==> src/rtl/comparador_serie_ctrl.sv <==
// Word-serial magnitude compare of two WORDS*N-bit operands through one N-bit comparator.
// Optional build macro COMPARADOR_EARLY_EXIT_EN stops the scan at the first unequal word.

module comparador_nbits #(
    parameter int N = 2
) (
    input  logic [N-1:0] a_i,
    input  logic [N-1:0] b_i,
    output logic         gt_o,
    output logic         lt_o,
    output logic         eq_o
);
    assign gt_o = (a_i > b_i);
    assign lt_o = (a_i < b_i);
    assign eq_o = (a_i == b_i);
endmodule

// state   | meaning
// IDLE    | waiting for start_in; operands captured on acceptance
// COMPARE | one word per cycle, most-significant word first
// DONE    | one-cycle done_out; results were loaded on entry
module comparador_serie_ctrl #(
    parameter int N     = 2,
    parameter int WORDS = 4
) (
    input  logic                       clk_in,
    input  logic                       rst_n_in,
    input  logic                       start_in,
    input  logic [WORDS*N-1:0]         a_in,
    input  logic [WORDS*N-1:0]         b_in,
    output logic                       busy_out,
    output logic                       done_out,
    output logic                       gt_out,
    output logic                       lt_out,
    output logic                       eq_out,
    output logic [$clog2(WORDS+1)-1:0] words_out
);
    localparam int IDX_W = (WORDS > 1) ? $clog2(WORDS) : 1;
    localparam int CNT_W = $clog2(WORDS + 1);
    localparam logic [IDX_W-1:0] IDX_TOP = IDX_W'(WORDS - 1);

`ifdef COMPARADOR_EARLY_EXIT_EN
    localparam bit EARLY = 1'b1;
`else
    localparam bit EARLY = 1'b0;
`endif

    typedef enum logic [1:0] {
        S_IDLE    = 2'd0,
        S_COMPARE = 2'd1,
        S_DONE    = 2'd2
    } state_t;

    state_t               state_q, state_d;
    logic [WORDS*N-1:0]   a_q, a_d, b_q, b_d;
    logic [IDX_W-1:0]     idx_q, idx_d;
    logic [CNT_W-1:0]     cnt_q, cnt_d;
    logic                 mism_q, mism_d;
    logic                 rgt_q, rgt_d, rlt_q, rlt_d;
    logic                 gt_q, gt_d, lt_q, lt_d, eq_q, eq_d;
    logic [CNT_W-1:0]     words_q, words_d;

    logic [N-1:0] word_a, word_b;
    logic         cmp_gt, cmp_lt, cmp_eq;

    assign word_a = a_q[idx_q*N +: N];
    assign word_b = b_q[idx_q*N +: N];

    comparador_nbits #(.N(N)) u_cmp (
        .a_i  (word_a),
        .b_i  (word_b),
        .gt_o (cmp_gt),
        .lt_o (cmp_lt),
        .eq_o (cmp_eq)
    );

    always_comb begin
        state_d = state_q;
        a_d     = a_q;
        b_d     = b_q;
        idx_d   = idx_q;
        cnt_d   = cnt_q;
        mism_d  = mism_q;
        rgt_d   = rgt_q;
        rlt_d   = rlt_q;
        gt_d    = gt_q;
        lt_d    = lt_q;
        eq_d    = eq_q;
        words_d = words_q;

        case (state_q)
            S_IDLE: begin
                if (start_in) begin
                    a_d     = a_in;
                    b_d     = b_in;
                    idx_d   = IDX_TOP;
                    cnt_d   = '0;
                    mism_d  = 1'b0;
                    rgt_d   = 1'b0;
                    rlt_d   = 1'b0;
                    state_d = S_COMPARE;
                end
            end
            S_COMPARE: begin
                cnt_d = cnt_q + CNT_W'(1);
                // only the most-significant differing word decides the result
                if (!cmp_eq && !mism_q) begin
                    mism_d = 1'b1;
                    rgt_d  = cmp_gt;
                    rlt_d  = cmp_lt;
                end
                if ((idx_q == '0) || (EARLY && mism_d)) begin
                    state_d = S_DONE;
                    gt_d    = rgt_d;
                    lt_d    = rlt_d;
                    eq_d    = !mism_d;
                    words_d = cnt_d;
                end else begin
                    idx_d = idx_q - IDX_W'(1);
                end
            end
            S_DONE: begin
                state_d = S_IDLE;
            end
            default: begin
                state_d = S_IDLE;
            end
        endcase
    end

    always_ff @(posedge clk_in) begin
        if (!rst_n_in) begin
            state_q <= S_IDLE;
            a_q     <= '0;
            b_q     <= '0;
            idx_q   <= '0;
            cnt_q   <= '0;
            mism_q  <= 1'b0;
            rgt_q   <= 1'b0;
            rlt_q   <= 1'b0;
            gt_q    <= 1'b0;
            lt_q    <= 1'b0;
            eq_q    <= 1'b0;
            words_q <= '0;
        end else begin
            state_q <= state_d;
            a_q     <= a_d;
            b_q     <= b_d;
            idx_q   <= idx_d;
            cnt_q   <= cnt_d;
            mism_q  <= mism_d;
            rgt_q   <= rgt_d;
            rlt_q   <= rlt_d;
            gt_q    <= gt_d;
            lt_q    <= lt_d;
            eq_q    <= eq_d;
            words_q <= words_d;
        end
    end

    assign busy_out  = (state_q == S_COMPARE);
    assign done_out  = (state_q == S_DONE);
    assign gt_out    = gt_q;
    assign lt_out    = lt_q;
    assign eq_out    = eq_q;
    assign words_out = words_q;

endmodule

==> config.mk <==
export PLATFORM = sky130hd
export DESIGN_NAME = comparador_serie_ctrl
export DESIGN_NICKNAME = d
export VERILOG_FILES = /design/src/rtl/comparador_serie_ctrl.sv
export SDC_FILE = /design/constraint.sdc
export NUM_CORES = 1
export LEC_CHECK = 0
export CAP_MARGIN = 20
export CORE_UTILIZATION = 45
export DETAILED_ROUTE_END_ITERATION = 6
export PLACE_DENSITY = 0.7
export REMOVE_ABC_BUFFERS = 1
export SYNTH_ARGS = -nofsm -noshare
export SYNTH_HDL_FRONTEND = slang
export SYNTH_HIERARCHICAL = 1
export SYNTH_SLANG_ARGS = --single-unit
==> constraint.sdc <==
create_clock -name clk_in -period 1.9 [get_ports clk_in]
set_clock_uncertainty 0.1 [all_clocks]
set_input_delay 0.19 -clock clk_in [delete_from_list [all_inputs] [get_ports clk_in]]
set_output_delay 0.19 -clock clk_in [all_outputs]
set_load 0.005 [all_outputs]
[After elaboration in Yosys (flattened, before gate mapping)]
Index checks and enable logic that the tools add are counted.
Operators by class
  add/sub/neg operators: 2
  magnitude comparators: 2
  equal/unequal tests: 6
  shift-type cells: 2
  multiplexer cells: 16
  reductions and logical operators: 12
Operators with widths (number)
  $shiftx A8 B4 Y2: 2
  $mux W2: 4
  $pmux W2 S2: 2
  $reduce_and A2 Y1: 4
  $pmux W1 S2: 3
  $pmux W3 S2: 1
  $mux W1: 5
  $logic_not A2 Y1: 2
  $ne A2 B2 Y1 const B: 2
  $add A3 B1 Y3 const B: 1
  $logic_not A1 Y1: 3
  $mux W3: 1
  $reduce_and A3 Y1: 1
  $eq A2 B1 Y1 const B: 1
  $eq A2 B2 Y1: 1
  $eq A2 B2 Y1 const B: 1
  $gt A2 B2 Y1: 1
  $lt A2 B2 Y1: 1
  $ne A2 B1 Y1 const B: 1
  $reduce_bool A2 Y1: 1
  $sub A2 B1 Y2 const B: 1
  $logic_and A1 B1 Y1: 1
Storage, ports and cells
  register bits: 32
  output and inout bits: 8

[Logic depth before layout (Yosys ltp)]
Gate-level depths: netlist of run 1.
  depth after elaboration: 7
  gate-level depth with buffers: 8
  gate-level depth less buffers: 7

[Modules after synthesis]
Netlist of run 1, hierarchy kept.
Modules (own cells, without submodules)
  comparador_serie_ctrl: instances 1, cells each 144, area each 1325.0 µm², sequential area each 640.6 µm²
  comparador_nbits: instances 1, cells each 9, area each 62.6 µm², sequential area each 0.0 µm²

[Least setup slack after synthesis of run 1]
OpenSTA, ideal clock, no wires.
  path kind: register to register
  start point: register idx_q[0]
  end point: register rlt_q
  setup time: 124 ps
  arrival time: 1907 ps
  data required time: 1676 ps
  slack: -231 ps
  stages on the path, launching flop included: 8
  path buffers: 1
  path through: dfxtp_1 > buf_2 > mux4_2 > ha_1 > and2_4 > nor2_1 > mux2i_1 > o21ai_0
Between the ends
  longest elaborated chain between the ends: 6
  elaborated cells on any way between the ends: 8
  those cells by class: order compare (1); eq/ne (1); shift (2); mux (2); reduce/logical (2)
Ends and longest elaborated chain
  start: declaration: RTL line 56  | logic [IDX_W-1:0] idx_q, idx_d;
  start signal: assignment: RTL line 149  | idx_q <= idx_d;
  $shiftx A8 B4 Y2: RTL line 66  | assign word_a = a_q[idx_q*N +: N];
  named net word_a[1]: RTL line 63  | logic [N-1:0] word_a, word_b;
  $eq A2 B2 Y1: RTL line 15  | assign eq_o = (a_i == b_i);
  named net cmp_eq: RTL line 64  | logic cmp_gt, cmp_lt, cmp_eq;
  $logic_not A1 Y1: RTL line 107  | if (!cmp_eq && !mism_q) begin
  $logic_and A1 B1 Y1: RTL line 107
  $mux W1: RTL line 107
  $pmux W1 S2: RTL line 91  | case (state_q)
  end signal: assignment: RTL line 153  | rlt_q <= rlt_d;
  end: declaration: RTL line 59  | logic rgt_q, rgt_d, rlt_q, rlt_d;
The timed path passes the listed nets, and every way through them passes these cells.
A chain may end at the register's enable or synchronous reset.

[Worst setup path in the final report of run 1]
  start point: register idx_q[0]
  end point: register lt_q, in the netlist lt_out
Between the ends
  longest elaborated chain between the ends: 5
  elaborated cells on any way between the ends: 9
  those cells by class: order compare (1); eq/ne (1); shift (2); mux (1); reduce/logical (4)
Ends and longest elaborated chain
  $shiftx A8 B4 Y2: RTL line 66
  named net word_a[0]: RTL line 63
  $eq A2 B2 Y1: RTL line 15
  named net cmp_eq: RTL line 64
  $logic_not A1 Y1: RTL line 107
  $logic_and A1 B1 Y1: RTL line 107
  $mux W1: RTL line 107
  end signal: assignment: RTL line 155  | lt_q <= lt_d;
  end: declaration: RTL line 60  | logic gt_q, gt_d, lt_q, lt_d, eq_q, eq_d;
The timed path passes the listed nets, and every way through them passes these cells.

==> results.yml, run 1 <==
placed_design:
  place_ws_ps: -350
  gp_congestion: 0.756
  place_hpwl_um: 1980
  dp.cells: 208
  io_buffers: 26
critical_path:
  endpoint: "lt_out$_SDFFE_PN0P_"
  startpoint: "idx_q[0]$_SDFFE_PN0P_"
  crit_path_start_kind: "flop"
  cp_max_fo: 5
  rr_worst_depth: 7
  r2r_end: "lt_out$_SDFFE_PN0P_"
  path_class: "flop to flop"
  critPathRequiredTime_ps: 2010
  timing.rr.start: "idx_q[0]$_SDFFE_PN0P_"
  r2r_slack_ps: -110
  worstSetupEndpointType: "flop"
  arrival_ps: 2130
synthesis:
  synth_top_family_by_area: "simple AND/OR/NAND/NOR gates"
  syn_inst: 153
  synthMuxAreaShare: 0.0938
  seq_area_frac_synth: 0.462
  synth_top_area_share: 0.462
  synth.cell_area_sq_um: 1390
  synthSimpleGateAreaFrac: 0.216
  ys_seq_elements: 32
  synth-compound-area-share: 0.140
  synth-xor-area-share: 0.00631
  syn_area_per_cell_sq_um: 9.07
  synth_fa_ha_area_frac: 0.0361
  yosysTopAreaCell: "dfxtp_1"
  synth_cell_types: 34
  yosys_warnings: 6
  ys_top_cells_by_area: "dfxtp_1, nand2_1, a21oi_1"
route:
  wl_um: 2790
  dr.pass1.iters: 6
  drt_iter0_markers: 75
  post_drt_wl_per_cell_um: 12.9
  via_per_inst: 5.37
  ant_nets: 0
  vias: 1159
  drcViolationCount: 1
floorplan:
  dieArea_sq_um: 3310
  dieWidth_um: 57.5
  initial_core_util: 0.490
  ios: 27
  die_y_um: 57.5
  num_rows: 19
  core-area_sq_um: 2830
global_routing:
  grt_max_degree: 27
  grt_pass1_wl_um: 4800
  gr-total-overflow: 0
  grt_pass1_vias: 1098
  antenna_found_initial: 0
  grtUsageTotal: 0.195
timing:
  period_minus_slack_ps: 2010
  worst_slew_pin_slew_ps: 487
  rsz0062_at_grt: "true"
  fin_crit_sh: 1.06
  slew_headroom: 0.675
  drv_slew: 0
  setup_viol: 5
  fin_ws_ps: -113
  max_clock_freq_mhz: 497
  hold_viol_final: 0
finish:
  fin_cells: 216
  fin_nets: 207
  syn2layout_area_growth_pct: 29.5
  layout-drive-gt1-share: 0.184
  n_antenna_cell: 0
clocking:
  cts_inserted_buffers: 5
  cts_buffer_depth: 2
  clock_latency_ps: 340
  clock_tree.root_cell: "clkbuf_4"
  h-tree-depth: 2
  path_clk_slew_ps: 100
  cts_tree: "done"
  clock-sinks: 32
power_and_ir_drop:
  vdd.ir_drop.worst_v: 0.000469
  powerDensity_nw_per_um2: 859
  p_leak_nw: 0.685
min_path:
  hold_class: "input pin to flop"
status:
  failed_checks: "DRC, setup timing"
  outcome: "finished, violations left"
job:
  maxCapViolCount: 0
## flip-flops by register name (all words and copies together) (netlist names)
name	flops
rgt_q	1
lt_out	1
mism_q	1
words_out	3
state_q	2
b_q	8
a_q	8
rlt_q	1
eq_out	1
idx_q	2
cnt_q	3
gt_out	1
## per-stage QoR
step	hold slack [ps]	TNS (ps)	area (sq um)	power (mW)	util
2_1_floorplan	212	-1010	1350	0.965	-
3_3_place_gp	349	-1260	1690	1.09	0.596
3_5_place_dp	348	-1530	1690	1.10	0.596
4_1_cts	275	-412	1790	1.53	0.633
5_1_grt	285	-796	1800	1.64	0.635
6_report	279	-395	1800	1.54	0.635
## power breakdown
group / leakage (nW) / switching [mW] / internal (mW)
registers: 0.263 / 0.0420 / 0.722
logic: 0.384 / 0.166 / 0.202
clock network: 0.0380 / 0.237 / 0.176
total: 0.685 / 0.445 / 1.10
## synthesized netlist by cell type
| master | number |
|---|---|
| nor3b_1 | 1 |
| inv_1 | 5 |
| o21ai_0 | 3 |
| nor3_1 | 1 |
| nand3b_1 | 1 |
| mux4_2 | 4 |
| a211oi_2 | 2 |
| o211a_1 | 1 |
| and3b_1 | 1 |
| nor3b_4 | 1 |
| buf_2 | 3 |
| buf_4 | 2 |
| mux2i_1 | 4 |
| clkbuf_1 | 1 |
| nand3_1 | 1 |
| nor2b_1 | 2 |
| ha_1 | 4 |
| inv_2 | 2 |
| o21bai_1 | 1 |
| nand2b_1 | 3 |
| nor2_1 | 8 |
| nand4_1 | 2 |
| xnor2_1 | 1 |
| o21ai_1 | 2 |
| nor3b_2 | 1 |
| a21oi_1 | 22 |
| a211oi_1 | 1 |
| nand2_1 | 35 |
| or3b_1 | 1 |
| and2_4 | 1 |
| and2_1 | 2 |
| a221oi_1 | 1 |
| dfxtp_1 | 32 |
| buf_1 | 1 |
## layout by cell type (no fill, tap or decap), drive strengths merged, types with 2 or more instances in the layout
cell type      netlist  routed
nand2               35      35
dfxtp               32      32
clkdlybuf4s50        0      26
a21oi               22      22
nor2                 8       8
inv                  7       7
clkbuf               1       6
o21ai                5       5
buf                  6       5
mux4                 4       4
mux2i                4       4
ha                   4       4
nand2b               3       3
a211oi               3       3
and2                 3       3
nor3b                3       3
nor2b                2       2
nand4                2       2
clkinv               0       2
## routing by layer
metal / global-route usage / vias to the layer above / routed length (um)
met5: 0 / - / 0
met1: 0.234 / 533 / 1250
met3: 0.0522 / 9 / 120
met4: 0.108 / 0 / 69
li1: - / 586 / -
met2: 0.316 / 31 / 1350
## area by class of cell
| class | instances | area [sq um] |
|---|---|---|
| Clock buffer | 6 | 51.3 |
| Timing Repair Buffer | 31 | 302 |
| Inverter | 7 | 26.3 |
| Tap cell | 31 | 38.8 |
| Sequential cell | 32 | 647 |
| Multi-Input combinational cell | 107 | 722 |
| Clock inverter | 2 | 10.0 |
| Fill cell | 226 | 1030 |
## kinds of logic (layout without fill, tap and decap cells)
kind of cell | after synthesis | after routing
simple gates | 61 | 61
compound gates | 33 | 33
fa+ha+maj | 4 | 4
mux | 8 | 8
flops | 32 | 32
xor+xnor | 1 | 1
buf+inv | 14 | 46
## critical path: stages, from the launching register on
cell,delay (ps)
dfxtp_4,400
mux4_2,520
inv_2,90
ha_4,190
and2_4,170
nor2_4,100
mux2i_1,240
a21oi_1,80
## timing repair
action,CTS,global route
hold buffers,0,0
pin swaps,1,2
setup endpoints to repair,7,7
setup buffers,0,0
resized for setup,12,3
## worst min-delay path by stage
stage	startpoint	endpoint	slack [ps]	cells past startpoint
finish	b_in[6]	b_q[6]$_SDFFE_PN0P_	280	3
global route	b_in[2]	b_q[2]$_SDFFE_PN0P_	280	3
CTS	b_in[0]	b_q[0]$_SDFFE_PN0P_	280	3
detailed placement	b_q[1]$_SDFFE_PN0P_	b_q[1]$_SDFFE_PN0P_	350	2
global placement	b_q[1]$_SDFFE_PN0P_	b_q[1]$_SDFFE_PN0P_	350	2
floorplan	rst_n_in	state_q[1]$_SDFFE_PN0P_	210	1
Note: power is estimated with default switching activity, not from simulation.
==> run 2: changes to the inputs <==
PLACE_DENSITY = unset   (was 0.7)
PLACE_DENSITY_LB_ADDON = 0.15   (was unset)
==> run 2 against run 1 <==
Effect of this change: the run still ends with DRC, setup timing left; setup slack got worse by 53 ps; final cell count decreased by 0.93%; worst hold slack improved by 21 ps; power decreased by 4.1%; sequential share of layout area increased by 0.38 points; clock power decreased by 16%; first-iteration DRC count decreased by 52%; utilization decreased by 0.66 points; register-to-register slack got worse by 50 ps; wire length decreased by 5.7%; count of clock-buffer cells in the layout unchanged; non-clock buffer count decreased by 1; critical endpoint unchanged.
==> results.yml, run 2 (same netlist as run 1, synthesis figures left out) <==
power_and_ir_drop:
  clkPwrFrac: 0.234
  seqPwrFrac: 0.515
  powerDensity_nw_per_um2: 833
  p_leak_nw: 0.665
  pwr-share-comb: 0.251
  total_power_mw: 1.48
  vdd.ir_drop.worst_v: 0.000481
  power.share.switching: 0.285
  internal-power_mw: 1.06
  power.switching_mw: 0.423
global_routing:
  use_met2: 0.322
  grt_use_met3: 0.0612
  grtUsageTotal: 0.186
  antenna_found_initial: 0
  grt_busiest_layer: "met2"
  use_met1: 0.201
  grt_pass1_vias: 1065
  grt_max_degree: 27
  gr-total-overflow: 0
  grt_pass1_wl_um: 4540
clocking:
  hold_buffers: 0
  clock-sinks: 32
  cts_buffer_depth: 2
  post-cts-setup-buffers: 0
  clock_latency_ps: 320
  h-tree-depth: 2
  cts_tree: "done"
  cts_inserted_buffers: 5
  clock_tree.root_cell: "clkbuf_4"
  path_clk_slew_ps: 90
timing:
  slew_headroom: 0.702
  drv_slew: 0
  max_clock_freq_mhz: 484
  fin_crit_sh: 1.09
  rsz0062_at_grt: "true"
  hold_viol_final: 0
  finalHoldWorstSlack_ps: 300
  fin_ws_ps: -166
  period_minus_slack_ps: 2070
  worst_slew_pin_slew_ps: 446
  setup_viol: 5
route:
  dr.pass1.iters: 6
  drcViolationCount: 2
  via_per_inst: 5.24
  ant_nets: 0
  wl_um: 2630
  post_drt_wl_per_cell_um: 12.3
  drt_iter0_markers: 36
  vias: 1122
floorplan:
  die_y_um: 57.5
  dieArea_sq_um: 3310
  dieWidth_um: 57.5
  num_rows: 19
  core-area_sq_um: 2830
  ios: 27
  initial_core_util: 0.490
critical_path:
  crit_chain: "mux4_2 -> inv_2 -> ha_4 -> and2_4 -> nor2_4 -> mux2i_2 -> a21oi_1"
  worstSetupEndpointType: "flop"
  timing.rr.start: "idx_q[0]$_SDFFE_PN0P_"
  crit_slowest_cell: "mux4_2"
  arrival_ps: 2170
  r2r_end: "lt_out$_SDFFE_PN0P_"
  path_delay_family: "multiplexers"
  cpPeakStageDelay_ps: 510
  rr_worst_depth: 7
  critPathRequiredTime_ps: 2010
  crit_path_start_kind: "flop"
  cp_max_fo: 5
  path_class: "flop to flop"
  crit_buf_inv: 1
  r2r_slack_ps: -170
placed_design:
  dp.cells: 207
  place_ws_ps: -416
  place_hpwl_um: 1880
  gp_congestion: 0.764
  io_buffers: 26
status:
  outcome: "finished, violations left"
  failed_checks: "DRC, setup timing"
finish:
  fill_cells: 254
  fin_util: 0.628
  n_antenna_cell: 0
  syn2layout_area_growth_pct: 28.1
  mostFrequentLayoutCells: "nand2_1, dfxtp_1, clkdlybuf4s50_1"
  fin_nets: 206
  final_common_cell: "nand2_1"
  layout-drive-gt1-share: 0.180
  largest_registers: "a_q: 8 flops, b_q: 8 flops"
  fin_cells: 214
min_path:
  min_to: "a_q[4]$_SDFFE_PN0P_"
  min_from: "a_in[4]"
  hold_class: "input pin to flop"
  hold_depth: 3
job:
  maxCapViolCount: 0
-- run 2: cell types whose count changed in the layout (fill, tap and decap cells not counted) --
cell	before	now
clkbuf_8	1	0
clkbuf_1	0	1
mux2i_1	4	2
buf_6	1	0
mux2i_2	0	2
clkinv_2	2	1
-- run 2: cell type report --
class                      count  area, sq um  share of cell area
multi-input combinational    107          729               0.410
timing repair buffer          30          290               0.163
clock buffer                   6         41.3              0.0232
clock inverter                 1         5.00             0.00281
sequential                    32          647               0.364
tap                           31         38.8              0.0218
inverter                       7         26.3              0.0148
-- run 2: layer usage --
metal	share of wire	routed length (um)
met1	0.42	1120
met2	0.50	1320
met3	0.050	133
met4	0.023	61
met5	0	0
-- run 2: worst min-delay path, cell delays in order --
cell and delay [ps]:
clkdlybuf4s50_1 390, nand2_1 50, a21oi_1 50
-- run 2: timing repair --
action / in CTS / in global routing
endpoints found under the setup margin: 7 / 7
pin swaps: 1 / 1
resized for setup: 13 / 3
endpoints found under the hold margin: 0 / 0
-- run 2: worst max path at each step --
| stage | from | end | slack, ps | depth (start not counted) |
|---|---|---|---|---|
| finish | idx_q[0]$_SDFFE_PN0P_ | lt_out$_SDFFE_PN0P_ | -170 | 7 |
| floorplan | idx_q[0]$_SDFFE_PN0P_ | rlt_q$_SDFFE_PN0P_ | -260 | 6 |
| global placement | idx_q[0]$_SDFFE_PN0P_ | rlt_q$_SDFFE_PN0P_ | -280 | 6 |
| CTS | idx_q[0]$_SDFFE_PN0P_ | gt_out$_SDFFE_PN0P_ | -140 | 7 |
| global route | idx_q[0]$_SDFFE_PN0P_ | lt_out$_SDFFE_PN0P_ | -200 | 7 |
| detailed placement | idx_q[0]$_SDFFE_PN0P_ | gt_out$_SDFFE_PN0P_ | -420 | 6 |
-- run 2: through the flow --
| stage | area (sq um) | setup TNS, ps |
|---|---|---|
| floorplan | 1350 | -1010 |
| finish | 1780 | -577 |
| detailed placement | 1680 | -1890 |
| global placement | 1680 | -1230 |
| global route | 1780 | -862 |
| CTS | 1780 | -532 |
-- run 2: power by group through the flow --
stage                     Combinational [mW]  Sequential, mW  Clock, mW
after global placement                 0.313           0.774          0
after floorplan                        0.197           0.768          0
after detailed placement               0.327           0.777          0
after global routing                   0.404           0.772      0.393
final                                  0.371           0.762      0.347
after CTS                              0.367           0.763      0.358
==> run 3: changes to the inputs <==
PLACE_DENSITY = 0.83   (was unset)
PLACE_DENSITY_LB_ADDON = unset   (was 0.15)
==> run 3 against run 2 <==
Effect of this change: the flow still finishes with violations (DRC, setup timing); largest cell class unchanged; maximum frequency increased by 0.39%; highest routed layer unchanged; critical path depth fell by 1; cell area is 0.70% higher; critical endpoint is now rlt_q$_SDFFE_PN0P_; setup slack improved by 8.1 ps.
==> results.yml, run 3 (same netlist as run 1, synthesis figures left out) <==
clocking:
  cts_buffer_depth: 2
  post-cts-setup-buffers: 0
  clock_latency_ps: 330
  clock-sinks: 32
  h-tree-depth: 2
  path_clk_slew_ps: 90
  clock_tree.root_cell: "clkbuf_4"
  hold_buffers: 0
  cts_tree: "done"
  cts_inserted_buffers: 5
job:
  maxCapViolCount: 0
route:
  post_drt_wl_per_cell_um: 13.3
  drcViolationCount: 2
  m1WireLength_um: 1170
  wl_met3_um: 144
  via_per_inst: 5.32
  dr.max_layer_used: "met4"
  wl_met2_um: 1490
  dr.pass1.iters: 7
  drt_iter0_markers: 42
  wl_um: 2860
  ant_nets: 0
  vias: 1143
status:
  outcome: "finished, violations left"
  failed_checks: "DRC, setup timing"
floorplan:
  dieArea_sq_um: 3310
  ios: 27
  num_rows: 19
  dieWidth_um: 57.5
  die_y_um: 57.5
  initial_core_util: 0.490
  core-area_sq_um: 2830
placed_design:
  gp_congestion: 0.780
  placed_area_sq_um: 1680
  io_buffers: 26
  place_ws_ps: -446
  dp.cells: 207
  place_hpwl_um: 2060
finish:
  fin_util: 0.633
  n_antenna_cell: 0
  layout-drive-gt1-share: 0.179
  fin_nets: 206
  largest_registers: "a_q: 8 flops, b_q: 8 flops"
  syn2layout_area_growth_pct: 29.0
  mostFrequentLayoutCells: "nand2_1, dfxtp_1, clkdlybuf4s50_1"
  seq_area_sq_um: 647
  multi_input_area_sq_um: 729
  final_common_cell: "nand2_1"
  fill_cells: 245
  fin_cells: 215
  design_area_sq_um: 1790
global_routing:
  grtUsageTotal: 0.201
  grt_pass1_vias: 1165
  grt_pass1_wl_um: 4920
  antenna_found_initial: 0
  gr-total-overflow: 0
  grt_max_degree: 27
critical_path:
  worstSetupEndpointType: "flop"
  path_delay_family: "multiplexers"
  cpPeakStageDelay_ps: 550
  critPathRequiredTime_ps: 2020
  crit_chain: "mux4_2 -> ha_4 -> and2_4 -> nor2_4 -> mux2i_2 -> o21ai_1"
  crit_path_start_kind: "flop"
  cp_max_fo: 5
  arrival_ps: 2180
  path_class: "flop to flop"
  crit_slowest_cell: "mux4_2"
  crit_buf_inv: 0
timing:
  fin_crit_sh: 1.08
  drv_slew: 0
  hold_viol_final: 0
  max_clock_freq_mhz: 486
  tns_ps: -607
  finalHoldWorstSlack_ps: 308
  setup_viol: 5
  rsz0062_at_grt: "true"
  fin_ws_ps: -158
  worst_slew_pin_slew_ps: 457
  period_minus_slack_ps: 2060
  slew_headroom: 0.695
power_and_ir_drop:
  total_power_mw: 1.54
  p_leak_nw: 0.670
  powerDensity_nw_per_um2: 857
  vdd.ir_drop.worst_v: 0.000401
min_path:
  hold_class: "input pin to flop"
-- run 3: changes by cell type in the layout (fill, tap and decap cells not counted), sizes merged --
cell and change:
clkbuf +2, clkinv -1
-- run 3: final timing paths --
| path | startpoint | endpoint | slack (ps) | cells after the start |
|---|---|---|---|---|
| worst max-delay path | idx_q[0]$_SDFFE_PN0P_ | rlt_q$_SDFFE_PN0P_ | -160 | 6 |
| worst min-delay path | b_in[5] | b_q[5]$_SDFFE_PN0P_ | 310 | 3 |
| worst max register to register | idx_q[0]$_SDFFE_PN0P_ | rlt_q$_SDFFE_PN0P_ | -160 | 6 |
| worst min register to register | a_q[1]$_SDFFE_PN0P_ | a_q[1]$_SDFFE_PN0P_ | 360 | 2 |
-- run 3: where the power goes --
group | total [mW] | switching (mW) | internal [mW]
sequential | 0.764 | 0.0424 | 0.721
clock | 0.400 | 0.217 | 0.182
combinational | 0.371 | 0.171 | 0.201
total | 1.54 | 0.430 | 1.10
-- run 3: tightest hold or removal path: stages --
cell and delay (ps):
clkdlybuf4s50_1 400, nand2_1 60, a21oi_1 50
-- run 3: area by class of cell --
| class | instances | area share |
|---|---|---|
| clock buffer | 8 | 0.0328 |
| inverter | 7 | 0.0147 |
| multi-input combinational | 107 | 0.407 |
| sequential | 32 | 0.361 |
| tap | 31 | 0.0217 |
| timing repair buffer | 30 | 0.162 |
-- run 3: what timing repair did --
| action | 4_1_cts | 5_1_grt |
|---|---|---|
| pin swaps | 1 | 1 |
| endpoints found under the setup margin | 7 | 7 |
| resized for setup | 13 | 3 |
-- run 3: metal layers --
layer / GRT usage / vias up
met4: 0.115 / 0
met5: 0 / -
met2: 0.352 / 32
li1: - / 580
met3: 0.0522 / 8
met1: 0.217 / 523
